**src/rtl/pll_reset_sequencer_pkg.sv**
```systemverilog
// Shared types and helpers for the PLL reset sequencer.
// Optional lock-loss counter is enabled with PLL_LOCK_LOSS_CNT_EN.
package pll_seq_pkg;

    typedef enum logic [2:0] {
        PLL_RST   = 3'd0,
        WAIT_LOCK = 3'd1,
        STABLE    = 3'd2,
        RELEASE   = 3'd3,
        RUN       = 3'd4,
        FAIL      = 3'd5
    } seq_state_e;

    localparam int unsigned LOCK_LOSS_CNT_W = 8;

    // Shared timer must hold the longest interval the sequencer measures.
    function automatic int unsigned seq_cnt_width(input int unsigned lock_timeout,
                                                  input int unsigned stable_cycles,
                                                  input int unsigned release_span);
        int unsigned m;
        m = lock_timeout;
        if (stable_cycles > m) m = stable_cycles;
        if (release_span > m) m = release_span;
        return $clog2(m) + 1;
    endfunction

endpackage

```
**src/rtl/pll_reset_sequencer_if.sv**
```systemverilog
// PLL-side and domain-side signals of the reset sequencer.
// lock_loss_cnt exists only when PLL_LOCK_LOSS_CNT_EN is defined.
interface pll_reset_sequencer_if #(
    parameter int unsigned NUM_DOMAINS = 3
);
    import pll_seq_pkg::*;

    logic                   pll_locked;
    logic                   soft_reset;
    logic                   pll_areset;
    logic [NUM_DOMAINS-1:0] dom_reset_n;
    logic                   ready;
    logic                   fail;
    logic [2:0]             state_dbg;
`ifdef PLL_LOCK_LOSS_CNT_EN
    logic [LOCK_LOSS_CNT_W-1:0] lock_loss_cnt;
`endif

    modport master (
        input  pll_locked,
        input  soft_reset,
        output pll_areset,
        output dom_reset_n,
        output ready,
        output fail,
        output state_dbg
`ifdef PLL_LOCK_LOSS_CNT_EN
        , output lock_loss_cnt
`endif
    );

    modport slave (
        output pll_locked,
        output soft_reset,
        input  pll_areset,
        input  dom_reset_n,
        input  ready,
        input  fail,
        input  state_dbg
`ifdef PLL_LOCK_LOSS_CNT_EN
        , input lock_loss_cnt
`endif
    );

endinterface

```
**src/rtl/pll_reset_sequencer_sync_2ff.sv**
```systemverilog
// Single-bit two-flop synchronizer, async active-low reset to 0.
module sync_2ff (
    input  logic clk,
    input  logic reset_n,
    input  logic i_d,
    output logic o_q
);

    logic r_meta;
    logic r_sync;

    always_ff @(posedge clk or negedge reset_n) begin
        if (!reset_n) begin
            r_meta <= 1'b0;
            r_sync <= 1'b0;
        end else begin
            r_meta <= i_d;
            r_sync <= r_meta;
        end
    end

    assign o_q = r_sync;

endmodule

```
**src/rtl/pll_reset_sequencer.sv**
```systemverilog
// PLL bring-up and staggered domain reset release sequencer.
// Define PLL_LOCK_LOSS_CNT_EN to add the saturating lock_loss_cnt output.
module pll_reset_sequencer
    import pll_seq_pkg::*;
#(
    parameter int unsigned NUM_DOMAINS    = 3,
    parameter int unsigned PLL_RST_CYCLES = 16,
    parameter int unsigned LOCK_TIMEOUT   = 50000,
    parameter int unsigned STABLE_CYCLES  = 1024,
    parameter int unsigned STAGE_GAP      = 16,
    parameter int unsigned MAX_RETRIES    = 4
) (
    input  logic                  clk,
    input  logic                  reset_n,
    pll_reset_sequencer_if.master bus
);

    localparam int unsigned CNT_W = seq_cnt_width(LOCK_TIMEOUT, STABLE_CYCLES,
                                                  NUM_DOMAINS * STAGE_GAP);
    localparam int unsigned RTY_W = $clog2(MAX_RETRIES + 1);
    localparam int unsigned IDX_W = (NUM_DOMAINS > 1) ? $clog2(NUM_DOMAINS) : 1;

    localparam logic [CNT_W-1:0] RST_LAST = CNT_W'(PLL_RST_CYCLES - 1);
    localparam logic [CNT_W-1:0] TMO_LAST = CNT_W'(LOCK_TIMEOUT - 1);
    localparam logic [CNT_W-1:0] STB_LAST = CNT_W'(STABLE_CYCLES - 1);
    localparam logic [CNT_W-1:0] GAP_LAST = CNT_W'(STAGE_GAP - 1);
    localparam logic [RTY_W-1:0] RTY_LAST = RTY_W'(MAX_RETRIES - 1);
    localparam logic [IDX_W-1:0] IDX_LAST = IDX_W'(NUM_DOMAINS - 1);

    seq_state_e             r_state;
    logic [CNT_W-1:0]       r_cnt;
    logic [RTY_W-1:0]       r_retries;
    logic [IDX_W-1:0]       r_idx;
    logic                   r_pll_areset;
    logic [NUM_DOMAINS-1:0] r_dom_reset_n;
    logic                   r_ready;
    logic                   r_fail;
    logic                   w_locked_s;

    sync_2ff u_lock_sync (
        .clk     (clk),
        .reset_n (reset_n),
        .i_d     (bus.pll_locked),
        .o_q     (w_locked_s)
    );

    always_ff @(posedge clk or negedge reset_n) begin
        if (!reset_n) begin
            r_state       <= PLL_RST;
            r_cnt         <= '0;
            r_retries     <= '0;
            r_idx         <= '0;
            r_pll_areset  <= 1'b1;
            r_dom_reset_n <= '0;
            r_ready       <= 1'b0;
            r_fail        <= 1'b0;
        end else begin
            case (r_state)
                PLL_RST: begin
                    r_pll_areset <= 1'b1;
                    if (r_cnt == RST_LAST) begin
                        r_state      <= WAIT_LOCK;
                        r_cnt        <= '0;
                        r_pll_areset <= 1'b0;
                    end else begin
                        r_cnt <= r_cnt + CNT_W'(1);
                    end
                end
                WAIT_LOCK: begin
                    if (w_locked_s) begin
                        r_state <= STABLE;
                        r_cnt   <= '0;
                    end else if (r_cnt == TMO_LAST) begin
                        r_cnt     <= '0;
                        r_retries <= r_retries + RTY_W'(1);
                        if (r_retries == RTY_LAST) begin
                            r_state      <= FAIL;
                            r_fail       <= 1'b1;
                            r_pll_areset <= 1'b0;
                        end else begin
                            r_state      <= PLL_RST;
                            r_pll_areset <= 1'b1;
                        end
                    end else begin
                        r_cnt <= r_cnt + CNT_W'(1);
                    end
                end
                STABLE: begin
                    if (!w_locked_s) begin
                        r_state <= WAIT_LOCK;
                        r_cnt   <= '0;
                    end else if (bus.soft_reset) begin
                        r_cnt <= '0;
                    end else if (r_cnt == STB_LAST) begin
                        r_state <= RELEASE;
                        r_cnt   <= '0;
                        r_idx   <= '0;
                    end else begin
                        r_cnt <= r_cnt + CNT_W'(1);
                    end
                end
                RELEASE, RUN: begin
                    // Lock loss outranks soft reset; both drop every domain at once.
                    if (!w_locked_s) begin
                        r_state       <= WAIT_LOCK;
                        r_cnt         <= '0;
                        r_dom_reset_n <= '0;
                        r_ready       <= 1'b0;
                    end else if (bus.soft_reset) begin
                        r_state       <= STABLE;
                        r_cnt         <= '0;
                        r_dom_reset_n <= '0;
                        r_ready       <= 1'b0;
                    end else if (r_state == RELEASE) begin
                        if (r_cnt == GAP_LAST) begin
                            r_cnt         <= '0;
                            r_dom_reset_n <= (r_dom_reset_n << 1) | NUM_DOMAINS'(1);
                            r_idx         <= r_idx + IDX_W'(1);
                            if (r_idx == IDX_LAST) begin
                                r_state   <= RUN;
                                r_ready   <= 1'b1;
                                r_retries <= '0;
                            end
                        end else begin
                            r_cnt <= r_cnt + CNT_W'(1);
                        end
                    end
                end
                FAIL: begin
                    r_pll_areset  <= 1'b0;
                    r_fail        <= 1'b1;
                    r_dom_reset_n <= '0;
                    r_ready       <= 1'b0;
                end
                default: begin
                    r_state      <= PLL_RST;
                    r_cnt        <= '0;
                    r_pll_areset <= 1'b1;
                end
            endcase
        end
    end

`ifdef PLL_LOCK_LOSS_CNT_EN
    logic                       r_locked_q;
    logic [LOCK_LOSS_CNT_W-1:0] r_lock_loss_cnt;

    always_ff @(posedge clk or negedge reset_n) begin
        if (!reset_n) begin
            r_locked_q      <= 1'b0;
            r_lock_loss_cnt <= '0;
        end else begin
            r_locked_q <= w_locked_s;
            if (r_locked_q && !w_locked_s && r_lock_loss_cnt != '1 &&
                (r_state == STABLE || r_state == RELEASE || r_state == RUN)) begin
                r_lock_loss_cnt <= r_lock_loss_cnt + LOCK_LOSS_CNT_W'(1);
            end
        end
    end

    assign bus.lock_loss_cnt = r_lock_loss_cnt;
`endif

    assign bus.pll_areset  = r_pll_areset;
    assign bus.dom_reset_n = r_dom_reset_n;
    assign bus.ready       = r_ready;
    assign bus.fail        = r_fail;
    assign bus.state_dbg   = r_state;

endmodule

```
**src/flat_wrapper.sv**
```systemverilog
// flat-port wrapper written by rule: the top's interface ports become plain ports
module pll_reset_sequencer_flat import pll_seq_pkg::*;
#(
    parameter int unsigned NUM_DOMAINS    = 3,
    parameter int unsigned PLL_RST_CYCLES = 16,
    parameter int unsigned LOCK_TIMEOUT   = 50000,
    parameter int unsigned STABLE_CYCLES  = 1024,
    parameter int unsigned STAGE_GAP      = 16,
    parameter int unsigned MAX_RETRIES    = 4
)
  (clk, reset_n, bus_pll_locked, bus_soft_reset, bus_pll_areset, bus_dom_reset_n, bus_ready, bus_fail, bus_state_dbg);
  pll_reset_sequencer_if #(.NUM_DOMAINS(NUM_DOMAINS)) bus_i ();
  input  logic clk;
  input  logic reset_n;
  input wire logic [$bits(bus_i.pll_locked)-1:0] bus_pll_locked;
  input wire logic [$bits(bus_i.soft_reset)-1:0] bus_soft_reset;
  output wire logic [$bits(bus_i.pll_areset)-1:0] bus_pll_areset;
  output wire logic [$bits(bus_i.dom_reset_n)-1:0] bus_dom_reset_n;
  output wire logic [$bits(bus_i.ready)-1:0] bus_ready;
  output wire logic [$bits(bus_i.fail)-1:0] bus_fail;
  output wire logic [$bits(bus_i.state_dbg)-1:0] bus_state_dbg;
  assign bus_i.pll_locked = bus_pll_locked;
  assign bus_i.soft_reset = bus_soft_reset;
  assign bus_pll_areset = bus_i.pll_areset;
  assign bus_dom_reset_n = bus_i.dom_reset_n;
  assign bus_ready = bus_i.ready;
  assign bus_fail = bus_i.fail;
  assign bus_state_dbg = bus_i.state_dbg;
  pll_reset_sequencer #(.NUM_DOMAINS(NUM_DOMAINS), .PLL_RST_CYCLES(PLL_RST_CYCLES), .LOCK_TIMEOUT(LOCK_TIMEOUT), .STABLE_CYCLES(STABLE_CYCLES), .STAGE_GAP(STAGE_GAP), .MAX_RETRIES(MAX_RETRIES)) u_core (.clk(clk), .reset_n(reset_n), .bus(bus_i));
endmodule
```
**config.mk**
```make
export PLATFORM = sky130hd
export DESIGN_NAME = pll_reset_sequencer_flat
export DESIGN_NICKNAME = d
export VERILOG_FILES = /design/src/rtl/pll_reset_sequencer_pkg.sv /design/src/rtl/pll_reset_sequencer_if.sv /design/src/rtl/pll_reset_sequencer_sync_2ff.sv /design/src/rtl/pll_reset_sequencer.sv /design/src/flat_wrapper.sv
export SDC_FILE = /design/constraint.sdc
export NUM_CORES = 1
export LEC_CHECK = 0
export ABC_AREA = 1
export CAP_MARGIN = 20
export CORE_ASPECT_RATIO = 1.4
export CORE_MARGIN = 5
export CORE_UTILIZATION = 64
export DETAILED_ROUTE_END_ITERATION = 7
export PLACE_DENSITY_LB_ADDON = 0.25
export SYNTH_ARGS = -nofsm -noshare
export SYNTH_HDL_FRONTEND = slang
export SYNTH_HIERARCHICAL = 1
export SYNTH_SLANG_ARGS = --single-unit
```
**constraint.sdc**
```tcl
create_clock -name clk -period 3.6 [get_ports clk]
set_clock_uncertainty 0.05 [all_clocks]
set_input_delay 0.36 -clock clk [delete_from_list [all_inputs] [get_ports clk]]
set_output_delay 0.36 -clock clk [all_outputs]
set_load 0.02 [all_outputs]
```
Yosys cells after proc, flatten, opt, wreduce, memory -nomap -nowiden
Index checks and enable logic that the tools add are counted.
- bits of input ports: 4
- memories: 0
- bits in writable memories: 0
- flip-flop bits (word level): 33
- word-level logic and storage cells: 117
- output and inout bits: 9
- bits in read-only memories: 0
- bits in latches: 0
- shift operators: 0
- equality and inequality tests: 28
- order comparisons: 0
- multiplexer cells: 59
- bitwise operators: 2
- multiply operators: 0
- add/subtract/negate cells: 3
- divide/modulo/power cells: 0
- reduce and logical (&&, ||, !) cells: 15
- operators with widths (cell ; number):
    2-to-1 mux 17 bit ; 9
    one-hot mux 17 bit (5 select lines) ; 1
    2-to-1 mux 3 bit ; 23
    AND reduction 8 bit ; 3
    adder 17 x 1 -> 17 bit, second input constant ; 1
    == test 17 x 10 -> 1 bit, second input constant ; 1
    == test 17 x 16 -> 1 bit, second input constant ; 1
    == test 17 x 4 -> 1 bit, second input constant ; 1
    one-hot mux 3 bit (5 select lines) ; 1
    2-to-1 mux 2 bit ; 7
    != test 2 x 1 -> 1 bit, second input constant ; 7
    2-to-1 mux 1 bit ; 12
    != test 4 x 3 -> 1 bit, second input constant ; 3
    one-hot mux 3 bit (2 select lines) ; 2
    != test 2 bit, second input constant ; 5
    == test 3 x 2 -> 1 bit, second input constant ; 3
    AND reduction 4 bit ; 2
    nonzero test 2 bit ; 4
    == test 3 bit, second input constant ; 2
    != test 3 x 2 -> 1 bit, second input constant ; 2
    AND reduction 3 bit ; 2
    one-hot mux 1 bit (2 select lines) ; 2
    one-hot mux 1 bit (4 select lines) ; 1
    one-hot mux 2 bit (2 select lines) ; 1
    10 further kinds ; 11

Logic depth before layout (Yosys ltp)
Gate-level depths: netlist (run 1).
- depth in word-level cells: 7
- depth in mapped cells: 12
- gate-level depth less buffers: 12

By module
The synthesis (run 1) kept the hierarchy.
- by module, submodules not included (module ; cells each ; seq. area each (um^2) ; instances ; area each (um^2)):
    pll_reset_sequencer ; 324 ; 777.0 ; 1 ; 2190.9
    sync_2ff ; 2 ; 50.0 ; 1 ; 50.0

Worst setup path after synthesis (run 1)
Ideal clock, no wire load.
- path type: register to register
- start point: reg u_core.r_cnt[0]
- end point: reg u_core.r_state[1] (netlist: u_core/bus.state_dbg[1])
- stages on the path, launching flop included: 13
- arrival time: 1459 ps
- clock period less this slack: 1627 ps
- setup time: 118 ps
- setup slack: 1973 ps
- cells stage by stage: dfrtp_1 ha_1 nand2_1 nor2_4 nand2_2 nor2_2 nand2_1 nand2_1 nand3_1 nor2_2 nand2_1 nand2_1 nand2_1
- longest elaborated chain between the ends: 3
- elaborated cells between the ends (all ways): 8
- ends and longest elaborated chain (what ; line ; RTL):
    start: declaration ; pll_reset_sequencer.sv:31 ; logic [CNT_W-1:0] r_cnt;
    start signal: assignment ; pll_reset_sequencer.sv:66 ; r_cnt <= r_cnt + CNT_W'(1);
    start signal: assignment ; pll_reset_sequencer.sv:85 ; r_cnt <= r_cnt + CNT_W'(1);
    start signal: assignment ; pll_reset_sequencer.sv:99 ; r_cnt <= r_cnt + CNT_W'(1);
    == test 17 x 4 -> 1 bit (tied with other cells) ; pll_reset_sequencer.sv:61, pll_reset_sequencer.sv:115 ;
    != test 4 x 3 -> 1 bit (no line) (tied with other cells) ; - ;
    AND reduction 8 bit (no line) (*) ; - ;
    end signal: assignment ; pll_reset_sequencer.sv:62 ; r_state <= WAIT_LOCK;
    end signal: assignment ; pll_reset_sequencer.sv:71 ; r_state <= STABLE;
    end signal: assignment ; pll_reset_sequencer.sv:120 ; r_state <= RUN;
    end: declaration ; pll_reset_sequencer.sv:30 ; seq_state_e r_state;
Every way passes the cells marked *; elsewhere a longest branch is shown, timed or not.
A chain may end at the register's enable or synchronous reset.

Final worst setup path (run 1)
- start point: reg u_core.r_cnt[0]
- end point: reg u_core.r_cnt[3]
- longest elaborated chain between the ends: 6
- elaborated cells between the ends (all ways): 14
- ends and longest elaborated chain (what ; line ; RTL):
    adder 17 x 1 -> 17 bit / == test 17 x 4 -> 1 bit (equally long branches) ; - ;
    2-to-1 mux 17 bit ; pll_reset_sequencer.sv:61, pll_reset_sequencer.sv:115 ;
    2-to-1 mux 17 bit ; pll_reset_sequencer.sv:114 ; end else if (r_state == RELEASE) begin
    2-to-1 mux 17 bit ; pll_reset_sequencer.sv:109 ; end else if (bus.soft_reset) begin
    2-to-1 mux 17 bit ; pll_reset_sequencer.sv:104 ; if (!w_locked_s) begin
    one-hot mux 17 bit (5 select lines) (*) ; pll_reset_sequencer.sv:58 ; case (r_state)
Every way passes the cells marked *; elsewhere a longest branch is shown, timed or not. The select of a mux whose other input is x is not followed.

==> impl_metrics.json, run 1 <==
{
  "synthMostInstantiatedCell": "nand2_1",
  "synth_edf_count": 0,
  "clk_latency_ns": 0.28,
  "netlist_area_mm2": 0.00224,
  "wl_met2_um": 2700,
  "root_buffer": "clkbuf_8",
  "grt_antenna_before_repair": 0,
  "wire_per_inst_um": 13.8,
  "seqCellArea_um2": 827,
  "worstMarginPinSlew_ns": 0.405,
  "grt_max_degree": 34,
  "yosysTopAreaCell": "dfrtp_1",
  "synth_common_cells": "nand2_1 (93), nor2_1 (45), nand3_1 (33), dfrtp_1 (32), inv_1 (32)",
  "ctsHtreeMaxLevel": 2,
  "die_h_um": 80.0,
  "vias": 2210,
  "core-area_mm2": 0.00338,
  "wl_met1_um": 2140,
  "initial_core_util": 0.663,
  "ir_worst_vdd_uv": 284,
  "hp-class": "reg -> reg",
  "startpoint_type": "flip-flop",
  "post-route-min-period_ns": 1.98,
  "ys_types": 33,
  "first_pass_iters": 4,
  "status": "completed",
  "clkTransAtPathRegs_ns": 0.07,
  "synth-seq-cells": 33,
  "cts_made_buffers": 5,
  "synthCells": 326,
  "grt_pass1_wl_um": 9740,
  "whs_ns": 0.307,
  "via_per_inst": 5.74,
  "drc_errors": 0,
  "synthArstFlopShare": 1.00,
  "hold_violations": 0,
  "clock_path_buffers": 2,
  "n_antenna_cell": 0,
  "area_delta_synth_final_pct": 11.1,
  "ctsResizeCount": 0,
  "slew_violations": 0,
  "synth_top_area_frac": 0.357,
  "p_per_area_mw_per_mm2": 263,
  "drv_cap": 0,
  "wl_met3_um": 226,
  "critical_path.endpoint_type": "flip-flop",
  "cts.sinks": 33,
  "synth.yosys.warnings": 6,
  "multi_input_area_mm2": 0.00125,
  "synth-main-ff-cell": "dfrtp_1",
  "die_area_mm2": 0.00480,
  "drtIter0Drc": 111,
  "layout-drive-gt1-share": 0.128,
  "hold_buffers": 0,
  "topRoutingLayerUsed": "met4",
  "final_core_util": 0.737,
  "criticalPathCategory": "reg -> reg",
  "finalPower_uw": 654,
  "hpwl_um": 4050,
  "grt.total_usage": 0.265,
  "cts_setup_buffers": 0,
  "fmax_mhz": 504,
  "setup-tns-final_ns": 0,
  "die_w_um": 60.0,
  "grt_pass1_vias": 2242,
  "leakage_uw": 0.00122,
  "synthesis.nets": 334,
  "slew-limit-headroom": 0.730,
  "grt_setup_unrepaired": "no",
  "tritoncts": "yes",
  "synth.avg_cell_area_um2": 6.87,
  "stdcell_area_mm2": 0.00249,
  "io_buffers": 12,
  "rows": 25,
  "placed_cell_area_mm2": 0.00241,
  "routabilityCongestion": 0.966,
  "path_max_fanout": 5,
  "wl_um": 5310,
  "nets": 352,
  "ant_nets": 0,
  "nFillCells": 272,
  "yosysSeqAreaShare": 0.369,
  "gr-total-overflow": 0,
  "worstPathRequired_ns": 3.70,
  "setup_viol": 0,
  "fin_crit_sh": 0.551,
  "crit_arrival_ns": 2.09,
  "pin_count": 13,
  "synthTopCellsByArea": "dfrtp_1 (36%), nand2_1 (16%), nor2_1 (7.5%)"
}
-- worst paths after layout --
kind | startpoint | endpoint | slack, ns | cells past startpoint
max in group asynchronous | reset_n | u_core/bus.pll_areset$_DFFE_PN1P_ | 2.75 | 2
worst min-delay path | u_core/u_lock_sync/r_meta$_DFF_PN0_ | u_core/u_lock_sync/o_q$_DFF_PN0_ | 0.31 | 0
worst min register to register | u_core/u_lock_sync/r_meta$_DFF_PN0_ | u_core/u_lock_sync/o_q$_DFF_PN0_ | 0.31 | 0
worst max register to register | u_core/r_cnt[0]$_DFFE_PN0P_ | u_core/r_cnt[3]$_DFFE_PN0P_ | 1.62 | 10
min in group asynchronous | reset_n | u_core/r_cnt[2]$_DFFE_PN0P_ | 0.42 | 2
worst max-delay path | u_core/r_cnt[0]$_DFFE_PN0P_ | u_core/r_cnt[3]$_DFFE_PN0P_ | 1.62 | 10
-- per-layer routing --
metal	track usage	vias up
li1	-	1085
met1	0.302	1020
met2	0.448	76
met3	0.0437	29
met4	0.157	0
met5	0	-
-- logic make-up (layout without fill, tap and decap cells) --
kind of cell	count (synthesis)	count (layout)	synth area share
DFF	33	33	0.369
xor gates and xnor gates	3	3	0.0117
buffers and inverters	42	61	0.0715
and+or+nand+nor	209	209	0.434
AOI/OAI and AO/OA	34	34	0.0865
muxes	1	1	0.00447
adders and majority gates	4	4	0.0223
-- report_power, final --
| group | switching [uW] | total (uW) | leakage, uW | internal [uW] |
|---|---|---|---|---|
| Clock | 126 | 263 | 0.0000395 | 137 |
| Sequential | 1.54 | 374 | 0.000407 | 372 |
| Combinational | 12.0 | 17.0 | 0.000777 | 4.98 |
-- worst max-delay path, stage by stage, from the launching register on --
cell and delay (ns):
dfrtp_1 0.39, ha_1 0.21, nand2_1 0.17, nor2_4 0.19, nand2_2 0.11, nor2_2 0.11
nand2_1 0.09, nand2_2 0.10, nand2_1 0.07, nor2_2 0.24, o21ai_0 0.12
-- layout by cell type, fill, tap and decap left out, types with 2 or more instances in the layout --
cell type,instances
nand2_1,93
nor2_1,45
nand3_1,33
inv_1,32
dfrtp_1,32
o21ai_0,15
clkdlybuf4s50_1,12
nor2_2,10
inv_2,8
o21ai_1,7
nand2_2,6
nand4_1,6
clkbuf_8,5
nor2_4,4
ha_1,4
clkbuf_1,3
nand3_2,3
xor2_1,3
nor3_1,3
o22ai_1,2
o21bai_1,2
or2_2,2
a21oi_1,2
-- area by class of cell --
type	count	share of cell area
inverter	40	0.0603
clock buffer	8	0.0322
tap	40	0.0201
timing repair buffer	13	0.0513
sequential	33	0.332
multi-input combinational	251	0.504
-- flip-flops by register name, indices dropped and copies added, names as in the netlist --
register / cells
u_core/r_retries: 3
u_core/r_cnt: 17
u_core/bus.ready: 1
u_core/bus.fail: 1
u_core/r_idx: 2
u_core/u_lock_sync/o_q: 1
u_core/bus.pll_areset: 1
u_core/u_lock_sync/r_meta: 1
u_core/bus.state_dbg: 3
u_core/bus.dom_reset_n: 3
-- through the flow --
step | instances | setup slack, ns
after floorplan | 326 | 1.97
after global placement | 377 | 1.64
after detailed placement | 377 | 1.55
after CTS | 385 | 1.64
after global routing | 385 | 1.42
final | 385 | 1.62
Note: power is estimated with default switching activity, not from simulation.
==> run 2, diff against run 1 <==
--- a/config.mk
+++ b/config.mk
@@ -9,7 +9,7 @@
 export CAP_MARGIN = 20
 export CORE_ASPECT_RATIO = 1.4
 export CORE_MARGIN = 5
-export CORE_UTILIZATION = 64
+export CORE_UTILIZATION = 54
 export DETAILED_ROUTE_END_ITERATION = 7
 export PLACE_DENSITY_LB_ADDON = 0.25
 export SYNTH_ARGS = -nofsm -noshare
==> constraint.sdc (replaced) <==
create_clock -name clk -period 1.7 [get_ports clk]
set_clock_uncertainty 0.05 [all_clocks]
set_input_delay 0.17 -clock clk [delete_from_list [all_inputs] [get_ports clk]]
set_output_delay 0.17 -clock clk [all_outputs]
set_load 0.02 [all_outputs]
==> run 2 against run 1 <==
- worst setup slack got worse by 1.7 ns
- via count rose by 7.9%
- global-route usage fell by 3.0 points
- first-iteration DRC count rose by 39%
- final area rose by 18%
- register-to-register slack got worse by 1.7 ns
- critical endpoint is now u_core/r_cnt[11]$_DFFE_PN0P_
- the run now ends with setup timing left
- count of clock-buffer cells in the layout fell by 1
- die area rose by 16%
- sequential power rose by 110%
==> impl_metrics.json, run 2 (synthesis gave the netlist of run 1 again) <==
{
  "r2r_cells": 10,
  "first_pass_iters": 4,
  "worstPathRequired_ns": 1.82,
  "seqCellArea_um2": 831,
  "setup-tns-final_ns": -1.01,
  "critical_path.endpoint_type": "flip-flop",
  "clock_path_buffers": 2,
  "setup_viol": 22,
  "ff2ff_setup_slack_ns": -0.09,
  "worstMarginPinSlew_ns": 0.415,
  "root_buffer": "clkbuf_8",
  "rows": 27,
  "die_h_um": 86.2,
  "ir_worst_vdd_uv": 558,
  "finalPower_uw": 1490,
  "area_delta_synth_final_pct": 31.4,
  "grt_setup_unrepaired": "yes",
  "vias": 2384,
  "placed_cell_area_mm2": 0.00266,
  "pin_count": 13,
  "clk_latency_ns": 0.29,
  "ctsHtreeMaxLevel": 2,
  "violations": "setup timing",
  "regMostFlops": "u_core/r_cnt",
  "n_antenna_cell": 0,
  "final_cells": 428,
  "nets": 392,
  "tritoncts": "yes",
  "die_w_um": 64.4,
  "routabilityCongestion": 0.924,
  "die_area_mm2": 0.00556,
  "initial_core_util": 0.562,
  "gr-total-overflow": 0,
  "cts.sinks": 33,
  "leakage_uw": 0.00148,
  "clkTransAtPathRegs_ns": 0.07,
  "ant_nets": 0,
  "via_per_inst": 5.57,
  "final_core_util": 0.739,
  "final_cell_mix": "nand2_1 (87), buf_4 (40), nor2_1 (37), inv_1 (31)",
  "grt_antenna_before_repair": 0,
  "multi_input_area_mm2": 0.00137,
  "status": "finished, violations left",
  "grt.total_usage": 0.235,
  "drtIter0Drc": 154,
  "reg2reg_to": "u_core/r_cnt[11]$_DFFE_PN0P_",
  "grt_max_degree": 34,
  "r2r_start": "u_core/r_cnt[0]$_DFFE_PN0P_",
  "crit_arrival_ns": 1.92,
  "startpoint_type": "flip-flop",
  "p_per_area_mw_per_mm2": 506,
  "io_buffers": 12,
  "grt_pass1_vias": 2406,
  "nFillCells": 314,
  "hpwl_um": 4540,
  "drv_cap": 0,
  "wl_um": 6190,
  "layout-drive-gt1-share": 0.291,
  "post-route-min-period_ns": 1.79,
  "hp-class": "in -> async",
  "cts_made_buffers": 5,
  "stdcell_area_mm2": 0.00294,
  "path_max_fanout": 6,
  "slew_violations": 0,
  "fmax_mhz": 557,
  "wire_per_inst_um": 14.5,
  "core-area_mm2": 0.00399,
  "slew-limit-headroom": 0.724,
  "grt_pass1_wl_um": 10300,
  "largest_reg_flops": 17,
  "hold_violations": 0,
  "final_common_cell": "nand2_1",
  "hold_buffers": 0,
  "drc_errors": 0,
  "criticalPathCategory": "reg -> reg",
  "fin_crit_sh": 1.06,
  "fin_ws_ns": -0.0938,
  "dpl.cell_count": 413
}
run 2: changes by cell type in the layout (fill, tap and decap cells not counted), moves of 3 or more:
cell      before  now
buf_4          1   40
clkbuf_1       3    0
dfrtp_1       32   29
dfrtp_2        0    3
nand2_1       93   87
nand2_2        6   10
nand3_1       33   29
nor2_1        45   37
nor2_4         4   10
o21ai_0       15   12
run 2: layout make-up:
cell class | count | area share
clock inverter | 1 | 0.00170
tap | 43 | 0.0183
sequential | 33 | 0.282
inverter | 40 | 0.0510
multi-input combinational | 251 | 0.467
timing repair buffer | 53 | 0.147
clock buffer | 7 | 0.0327
run 2: worst max-delay path by stage:
| stage | start | end | slack (ns) |
|---|---|---|---|
| 6_report | u_core/r_cnt[0]$_DFFE_PN0P_ | u_core/r_cnt[11]$_DFFE_PN0P_ | -0.09 |
| 3_3_place_gp | bus_soft_reset | u_core/bus.state_dbg[1]$_DFFE_PN0P_ | -0.02 |
| 5_1_grt | u_core/r_cnt[8]$_DFFE_PN0P_ | u_core/bus.state_dbg[1]$_DFFE_PN0P_ | -0.19 |
| 2_1_floorplan | u_core/r_cnt[0]$_DFFE_PN0P_ | u_core/bus.state_dbg[1]$_DFFE_PN0P_ | 0.07 |
| 3_5_place_dp | u_core/r_cnt[0]$_DFFE_PN0P_ | u_core/bus.state_dbg[1]$_DFFE_PN0P_ | -0.09 |
| 4_1_cts | u_core/r_cnt[0]$_DFFE_PN0P_ | u_core/bus.state_dbg[0]$_DFFE_PN0P_ | -0.06 |
run 2: timing repair:
action / 4_1_cts / 5_1_grt
resized for setup: 8 / 32
buffers inserted: 4 / 3
pin swaps: 3 / 14
setup endpoints to repair: 24 / 31
run 2: per-stage QoR:
stage,setup WS (ns),hold slack [ns]
finish,-0.0938,0.243
detailed placement,-0.0924,0.294
global placement,-0.0226,0.292
CTS,-0.0591,0.255
global route,-0.191,0.270
floorplan,0.0731,-0.176
run 2: report_power, final:
group          internal [uW]  leakage (uW)  switching, uW
Clock                    366     0.0000542            289
Combinational           14.9       0.00102           29.0
Sequential               787      0.000404           3.00
Total                   1170       0.00148            322
run 2: metal layers:
metal,vias up,wire [um],share of wire,track usage
li1,1167,-,-,-
met1,1129,2430,0.39,0.246
met2,71,3330,0.54,0.431
met3,17,224,0.036,0.0428
met4,0,203,0.033,0.140
met5,-,0,0,0
run 2: critical path, stage by stage (launching register included):
cell	delay [ns]
dfrtp_1	0.37
ha_2	0.21
nand2_2	0.08
nor2_4	0.18
nand2_4	0.10
nor2_4	0.11
nand2_2	0.07
nand2_2	0.09
nand4_4	0.13
nor2_4	0.22
nor2_1	0.07
